<file path="src/rtl/nobl_pkg.sv">
// nobl_pkg: shared definitions for the NoBL/ZBT SRAM FIFO controller and the
// SRAM pipeline interface it drives.
//   state_e       arbitration state encoding (idle / write burst / read burst)
//   Def*          default geometry constants shared with the SRAM interface
package nobl_pkg;

   typedef enum logic [1:0] {
      StIdle = 2'd0,
      StWr   = 2'd1,
      StRd   = 2'd2
   } state_e;

   localparam int unsigned DefWidth  = 18;
   localparam int unsigned DefDepth  = 19;
   localparam int unsigned DefRdLat  = 4;
   localparam int unsigned DefSkidAw = 3;
   localparam int unsigned DefBurst  = 8;

endpackage

</file>
<file path="src/rtl/nobl_skid_fifo.sv">
// nobl_skid_fifo: small register-based synchronous FIFO that absorbs SRAM read
// returns ahead of the output stream.
//   clk_i, rst_ni  clock, asynchronous active-low reset
//   push_i/data_i  write side; a push while full is dropped
//   pop_i          read side; ignored while empty
//   data_o         head word, valid when valid_o
//   full_o         all 2^SKID_AW entries used
//   count_o        number of words held (0..2^SKID_AW)
module nobl_skid_fifo #(
   parameter int unsigned WIDTH   = 18,
   parameter int unsigned SKID_AW = 3
) (
   input  logic               clk_i,
   input  logic               rst_ni,
   input  logic               push_i,
   input  logic [WIDTH-1:0]   data_i,
   input  logic               pop_i,
   output logic [WIDTH-1:0]   data_o,
   output logic               valid_o,
   output logic               full_o,
   output logic [SKID_AW:0]   count_o
);

   localparam int unsigned Depth = 1 << SKID_AW;

   logic [WIDTH-1:0]   mem_q [Depth];
   logic [SKID_AW-1:0] wptr_q, wptr_d;
   logic [SKID_AW-1:0] rptr_q, rptr_d;
   logic [SKID_AW:0]   count_q, count_d;
   logic               push_ok, pop_ok;

   always_comb begin
      // count only reaches 2^SKID_AW when full, so its MSB is the full flag
      full_o  = count_q[SKID_AW];
      valid_o = (count_q != '0);
      count_o = count_q;
      data_o  = mem_q[rptr_q];

      push_ok = push_i & ~count_q[SKID_AW];
      pop_ok  = pop_i & (count_q != '0);

      wptr_d  = wptr_q;
      rptr_d  = rptr_q;
      count_d = count_q;
      if (push_ok) begin
         wptr_d = wptr_q + 1'b1;
      end
      if (pop_ok) begin
         rptr_d = rptr_q + 1'b1;
      end
      if (push_ok && !pop_ok) begin
         count_d = count_q + 1'b1;
      end else if (pop_ok && !push_ok) begin
         count_d = count_q - 1'b1;
      end
   end

   always_ff @(posedge clk_i or negedge rst_ni) begin
      if (!rst_ni) begin
         wptr_q  <= '0;
         rptr_q  <= '0;
         count_q <= '0;
      end else begin
         wptr_q  <= wptr_d;
         rptr_q  <= rptr_d;
         count_q <= count_d;
      end
   end

   // Storage needs no reset: entries are only read after being written.
   always_ff @(posedge clk_i) begin
      if (push_ok) begin
         mem_q[wptr_q] <= data_i;
      end
   end

endmodule

</file>
<file path="src/rtl/nobl_fifo_ctrl.sv">
// nobl_fifo_ctrl: circular-buffer FIFO controller using an external NoBL/ZBT
// SRAM as deep storage. Arbitrates one SRAM op per cycle between the input
// stream (writes) and the output stream (reads), with bounded bursts. Read
// returns land in a skid buffer; reads are credit-limited so it never overflows.
//   clk, rst_n                         clock, asynchronous active-low reset
//   in_data/in_src_rdy/in_dst_rdy      write stream
//   out_data/out_src_rdy/out_dst_rdy   read stream (skid buffer head)
//   address/data_out/write/enable      combinational command to SRAM interface
//   data_in/data_in_valid              delayed read return from SRAM interface
//   occupied/full/empty                words stored in SRAM and not yet read
//   overflow_err                       sticky: return arrived with skid full
module nobl_fifo_ctrl
   import nobl_pkg::*;
#(
   parameter int unsigned WIDTH   = DefWidth,
   parameter int unsigned DEPTH   = DefDepth,
   parameter int unsigned RD_LAT  = DefRdLat,
   parameter int unsigned SKID_AW = DefSkidAw,
   parameter int unsigned BURST   = DefBurst
) (
   input  logic             clk,
   input  logic             rst_n,
   input  logic [WIDTH-1:0] in_data,
   input  logic             in_src_rdy,
   output logic             in_dst_rdy,
   output logic [WIDTH-1:0] out_data,
   output logic             out_src_rdy,
   input  logic             out_dst_rdy,
   output logic [DEPTH-1:0] address,
   output logic [WIDTH-1:0] data_out,
   output logic             write,
   output logic             enable,
   input  logic [WIDTH-1:0] data_in,
   input  logic             data_in_valid,
   output logic [DEPTH:0]   occupied,
   output logic             full,
   output logic             empty,
   output logic             overflow_err
);

   localparam int unsigned InfW      = $clog2(RD_LAT + 1);
   localparam int unsigned BurstW    = (BURST > 1) ? $clog2(BURST) : 1;
   localparam int unsigned SkidDepth = 1 << SKID_AW;
   localparam logic [BurstW-1:0] BurstLast = BurstW'(BURST - 1);

   state_e            state_q, state_d;
   logic [BurstW-1:0] burst_q, burst_d, burst_inc;
   logic [DEPTH-1:0]  wr_ptr_q, wr_ptr_d;
   logic [DEPTH-1:0]  rd_ptr_q, rd_ptr_d;
   logic [DEPTH:0]    occupied_q, occupied_d;
   logic [InfW-1:0]   inflight_q, inflight_d;
   logic              overflow_q, overflow_d;

   logic              wr_ok, rd_ok, do_wr, do_rd, burst_last, ret_valid;
   logic [SKID_AW:0]  skid_count;
   logic              skid_full, skid_valid, skid_pop;
   logic [WIDTH-1:0]  skid_data;

   assign full         = occupied_q[DEPTH];
   assign empty        = (occupied_q == '0);
   assign occupied     = occupied_q;
   assign overflow_err = overflow_q;

   // rst_n gates the requests so no command leaves while reset is held,
   // even though the input handshakes may still be active.
   assign wr_ok = rst_n & in_src_rdy & ~full;
   assign rd_ok = rst_n & ~empty & ((32'(skid_count) + 32'(inflight_q)) < SkidDepth);

   assign burst_last = (burst_q == BurstLast);
   // Saturate so a long uncontended burst still yields on the first contention.
   assign burst_inc  = burst_last ? burst_q : burst_q + 1'b1;

   // Arbitration
   always_comb begin
      do_wr   = 1'b0;
      do_rd   = 1'b0;
      state_d = state_q;
      burst_d = burst_q;

      unique case (state_q)
         StIdle: begin
            if (wr_ok) begin
               do_wr = 1'b1;
            end else if (rd_ok) begin
               do_rd = 1'b1;
            end
         end
         StWr: begin
            if (wr_ok && !(rd_ok && burst_last)) begin
               do_wr = 1'b1;
            end else if (rd_ok) begin
               do_rd = 1'b1;
            end
         end
         StRd: begin
            if (rd_ok && !(wr_ok && burst_last)) begin
               do_rd = 1'b1;
            end else if (wr_ok) begin
               do_wr = 1'b1;
            end
         end
         default: ;
      endcase

      if (do_wr) begin
         state_d = StWr;
         burst_d = (state_q == StWr) ? burst_inc : '0;
      end else if (do_rd) begin
         state_d = StRd;
         burst_d = (state_q == StRd) ? burst_inc : '0;
      end else begin
         state_d = StIdle;
         burst_d = '0;
      end
   end

   // SRAM command and stream handshakes
   always_comb begin
      enable     = do_wr | do_rd;
      write      = do_wr;
      in_dst_rdy = do_wr;
      address    = do_wr ? wr_ptr_q : rd_ptr_q;
      data_out   = in_data;
   end

   // Pointers, occupancy and read credits
   always_comb begin
      wr_ptr_d   = wr_ptr_q;
      rd_ptr_d   = rd_ptr_q;
      occupied_d = occupied_q;
      inflight_d = inflight_q;
      // A return with nothing outstanding (e.g. stale after reset) is not counted.
      ret_valid  = data_in_valid & (inflight_q != '0);

      if (do_wr) begin
         wr_ptr_d   = wr_ptr_q + 1'b1;
         occupied_d = occupied_q + 1'b1;
      end else if (do_rd) begin
         rd_ptr_d   = rd_ptr_q + 1'b1;
         occupied_d = occupied_q - 1'b1;
      end

      unique case ({do_rd, ret_valid})
         2'b10:   inflight_d = inflight_q + 1'b1;
         2'b01:   inflight_d = inflight_q - 1'b1;
         default: inflight_d = inflight_q;
      endcase

      overflow_d = overflow_q | (data_in_valid & skid_full);
   end

   always_ff @(posedge clk or negedge rst_n) begin
      if (!rst_n) begin
         state_q    <= StIdle;
         burst_q    <= '0;
         wr_ptr_q   <= '0;
         rd_ptr_q   <= '0;
         occupied_q <= '0;
         inflight_q <= '0;
         overflow_q <= 1'b0;
      end else begin
         state_q    <= state_d;
         burst_q    <= burst_d;
         wr_ptr_q   <= wr_ptr_d;
         rd_ptr_q   <= rd_ptr_d;
         occupied_q <= occupied_d;
         inflight_q <= inflight_d;
         overflow_q <= overflow_d;
      end
   end

   assign skid_pop    = skid_valid & out_dst_rdy;
   assign out_src_rdy = skid_valid;
   assign out_data    = skid_data;

   nobl_skid_fifo #(
      .WIDTH   (WIDTH),
      .SKID_AW (SKID_AW)
   ) u_skid (
      .clk_i   (clk),
      .rst_ni  (rst_n),
      .push_i  (data_in_valid),
      .data_i  (data_in),
      .pop_i   (skid_pop),
      .data_o  (skid_data),
      .valid_o (skid_valid),
      .full_o  (skid_full),
      .count_o (skid_count)
   );

endmodule

</file>
<file path="config.mk">
export PLATFORM = sky130hd
export DESIGN_NAME = nobl_fifo_ctrl
export DESIGN_NICKNAME = d
export VERILOG_FILES = /design/src/rtl/nobl_pkg.sv /design/src/rtl/nobl_skid_fifo.sv /design/src/rtl/nobl_fifo_ctrl.sv
export SDC_FILE = /design/constraint.sdc
export NUM_CORES = 1
export LEC_CHECK = 0
export ABC_CLOCK_PERIOD_IN_PS = 6600
export CAP_MARGIN = 30
export CORE_UTILIZATION = 64
export CTS_CLUSTER_DIAMETER = 200
export DETAILED_ROUTE_END_ITERATION = 12
export DONT_BUFFER_PORTS = 1
export HOLD_SLACK_MARGIN = 0.02
export PLACE_DENSITY_LB_ADDON = 0.1
export SETUP_SLACK_MARGIN = 0.2
export SYNTH_ARGS = -nofsm -noshare
export SYNTH_HDL_FRONTEND = slang
export SYNTH_SLANG_ARGS = --single-unit
export TNS_END_PERCENT = 5
</file>
<file path="constraint.sdc">
create_clock -name clk -period 6.6 [get_ports clk]
set_clock_uncertainty 0.2 [all_clocks]
set_input_delay 0.66 -clock clk [delete_from_list [all_inputs] [get_ports clk]]
set_output_delay 0.66 -clock clk [all_outputs]
set_load 0.05 [all_outputs]
</file>
==> summary.md <==
| Metric | Value |
|---|---|
| GPL Wtd Cong | `0.830` |
| Synthesized area | `0.0101 mm2` |
| Internal power | `3260 uW` |
| Hold Path Depth | `0` |
| Drt drc | `0` |
| Syn-to-layout area delta | `9.65%` |
| Crit share post-route | `between 80 and 90%` |
| CTS H-Tree Depth | `1` |
| Register area share after synthesis | `a little over 60%` |
| Clk_lat worst skew | `a little over 500 ps` |
| I/O pin cnt | `around 120` |
| First-pass GRT wire length | `29500 um` |
| Clock-pin slew on the worst setup and hold paths | `approximately 60 ps` |
| Worst Path Arrival | `approximately 4500 ps` |
| Clock power share | `21.6%` |
| Die W | `roughly 130 um` |
| Post-synth ARST share | `around a third` |
| Seq pwr share | `between 30% and 40%` |
| Leakage | `~0.0042 uW` |
| Post-synth top area share | `between 40 and 50%` |
| Kind of cell adding the most delay to the critical path | `simple AND/OR/NAND/NOR gates` |
| Total vias in the final route | `around 5600` |
| HP Class | `input port to register` |
| Clock tree from TritonCTS | `yes` |
| TNS Setup | `0 ps` |
| CTS buffer count | `23` |
| Nets@finish | `~790` |
| CTS root buffer | `clkbuf_16` |
| CP Capture Type | `output pin` |
| R2R depth | `15` |
| # setup viols final | `0` |
| Clk sink count | `around 220` |
| Unrepaired setup endpoints after global routing | `no` |
| CTS max path bufs | `3` |
| Overall routed net length | `about 18000 um` |
| Die ar. | `about 0.016 mm2` |
| Syn Area/Cell | `around 14 um2` |
| Ranking of synthesized cells by area | `edfxtp_1 (43%), dfrtp_1 (19%), mux4_2 (8.0%)` |
| Max Clk Rate | `0.187 GHz` |
| Crit path buf inv count | `3` |
| CTS resizes | `0` |
| Worst Max-Slew Pin Slew | `about 1000 ps` |
| Worst path max stage delay | `between 800 and 900 ps` |
| Synth area leader | `edfxtp_1` |
| Final core occ | `72.2%` |
| Layout cells sized above 1 | `17.0%` |
| GRT overflow | `0` |
| Net count after synthesis | `around 790` |
| Post-route ant nets | `0` |
| Design Power | `5540 uW` |
| Worst-path cell chain | `nor4_1 > nand2_1 > nor2_2 > a211oi_1 > or2_1 > inv_2 > nor2_2 > buf_4 > inv_1` |
| Post-synthesis cell type count | `59` |
| Setup CP Type | `register to output pin` |
| Crit-path slowest cell | `inv_2` |
| Ys flop type | `edfxtp_1` |
| PortBufs | `0` |
| CORE AREA | `0.0153 mm2` |
| Logic pwr share | `approximately two fifths` |
| Die boundary height | `between 100 and 150 um` |
| Synthesis Warnings | `0` |
| CP most frequent cell | `nor2_2` |
| Maxcap violations | `0` |
| P_sw | `roughly 2300 uW` |
| Fill cells | `just over 1000` |
| Placed wire-length estimate | `between 10000 and 15000 um` |
| Vias per std cell | `slightly below 6` |
| Vias in the first global route | `roughly 5700` |
| Number of synthesized flops with an enable pin | `around 140` |
| Seq cells post-synth | `221` |
| Worst Path Required | `between 5000 and 6000 ps` |
| Crit-path max FO | `37` |
| Gr usage total | `about a quarter` |
| Drt pass-1 iters | `4` |
| Wirelength per Cell | `between 15 and 20 um` |
| Largest net degree at the start of global routing | `78` |
| Crit path depth | `9` |
| DRT iter0 DRCs | `between 200 and 300` |
| Tmin final | `around 5400 ps` |
| CP Launch Type | `register` |
| Antenna violations before repair | `0` |
| Ant. Diodes | `0` |
| Final slew viol count | `0` |
| PD cells | `between 500 and 600 mW/mm2` |
| Max-slew headroom | `between 30% and 40%` |
| Hold Fails Final Rpt | `0` |
| Worst IR Drop VDD | `roughly 480 uV` |
| Initial core utilization | `65.8%` |
| Row Count | `45` |
| Status | `finished, final reports clean` |
| Post-Synthesis Cells | `roughly 710` |
| Sw Ratio | `41.1%` |
==> cells by family after synthesis <==
| kind of cell | Yosys count | share of synthesized area [%] |
|---|---|---|
| and+or+nand+nor | 199 | 9.12 |
| buffers and inverters | 61 | 3.21 |
| xor gates and xnor gates | 66 | 5.73 |
| muxes | 61 | 10.8 |
| DFF | 221 | 62.0 |
| AOI/OAI and AO/OA | 73 | 4.95 |
| adders and majority gates | 32 | 4.19 |
==> placed cells by master, fill, tap and decap left out, drive strengths merged, types with 3 or more instances in the layout <==
cell	Yosys	layout
a211oi	3	3
a21o	7	7
a21oi	14	14
and3	5	5
and4	3	3
buf	28	17
clkbuf	13	28
clkinv	0	10
dfrtp	77	77
dlygate4sd3	0	6
edfxtp	144	144
fa	3	3
ha	29	29
inv	20	21
mux2	23	23
mux4	36	36
nand2	103	103
nand2b	5	5
nand3	19	19
nand4	9	9
nor2	33	33
nor3	6	6
nor4	7	7
o21ai	31	31
o21bai	4	4
xnor2	44	44
xor2	22	22
==> power by group through the flow <==
stage               logic [uW]  registers, uW  clock network, uW
finish                    2210           2140               1190
global route              2400           2170               1270
CTS                       2180           2170               1220
detailed placement        2150           2190                  0
global placement          2060           2200                  0
floorplan                 1900           2090                  0
==> through the flow <==
step	instance area [um2]	hold WS, ps	setup WS, ps	std cells
final	11100	40.0	1250	946
after global routing	11100	20.1	942	946
after CTS	11000	27.1	1200	939
after detailed placement	10200	165	1310	897
after global placement	10200	166	1480	896
after floorplan	10100	164	1680	713
==> registers in the layout, summed over array words and instances (netlist names) <==
| name | count |
|---|---|
| burst_q | 3 |
| inflight_q | 3 |
| occupied | 20 |
| overflow_err | 1 |
| rd_ptr_q | 19 |
| state_q | 2 |
| u_skid.count_o | 4 |
| u_skid.mem_q | 144 |
| u_skid.rptr_q | 3 |
| u_skid.wptr_q | 3 |
| wr_ptr_q | 19 |
==> synthesized netlist by cell type, drive strengths merged (2+ instances only) <==
| cell type | count |
|---|---|
| a211oi | 3 |
| a21o | 7 |
| a21oi | 14 |
| and3 | 5 |
| and4 | 3 |
| buf | 28 |
| clkbuf | 13 |
| dfrtp | 77 |
| edfxtp | 144 |
| fa | 3 |
| ha | 29 |
| inv | 20 |
| mux2 | 23 |
| mux2i | 2 |
| mux4 | 36 |
| nand2 | 103 |
| nand2b | 5 |
| nand3 | 19 |
| nand4 | 9 |
| nor2 | 33 |
| nor3 | 6 |
| nor4 | 7 |
| o211ai | 2 |
| o21ai | 31 |
| o21bai | 4 |
| o31ai | 2 |
| or2 | 2 |
| xnor2 | 44 |
| xor2 | 22 |
==> layout make-up <==
| type | count | area (um2) | area share [%] |
|---|---|---|---|
| clock buffers | 28 | 604 | 5.47 |
| clock inverters | 12 | 95.1 | 0.860 |
| inverters | 20 | 75.1 | 0.679 |
| multi-input cells | 431 | 3520 | 31.8 |
| flip-flops and latches | 221 | 6250 | 56.5 |
| well taps | 211 | 264 | 2.39 |
| repair buffers | 23 | 248 | 2.24 |
==> timing repair <==
item,in CTS,in global routing
setup buffers,0,0
hold buffers,2,5
hold endpoints to repair,77,14
==> final timing paths <==
path	endpoint	slack, ps	from
worst min-delay path	u_skid.mem_q[4][5]$_DFFE_PP_	40	data_in[5]
worst min register to register	rd_ptr_q[18]$_DFFE_PN0P_	270	rd_ptr_q[18]$_DFFE_PN0P_
worst max-delay path	enable	1250	occupied[13]$_DFFE_PN0P_
min in group asynchronous	occupied[14]$_DFFE_PN0P_	540	rst_n
worst max register to register	occupied[18]$_DFFE_PN0P_	1330	occupied[13]$_DFFE_PN0P_
max in group asynchronous	u_skid.rptr_q[0]$_DFFE_PN0P_	5330	rst_n
==> per-layer routing <==
| metal | track usage, % | up-vias | part of all wire [%] |
|---|---|---|---|
| li1 | - | 2603 | - |
| met1 | 30.3 | 2792 | 43 |
| met2 | 40.0 | 148 | 50 |
| met3 | 5.78 | 34 | 5.6 |
| met4 | 7.00 | 0 | 2.2 |
| met5 | 0 | - | 0 |
Note: power is estimated with default switching activity, not from simulation.
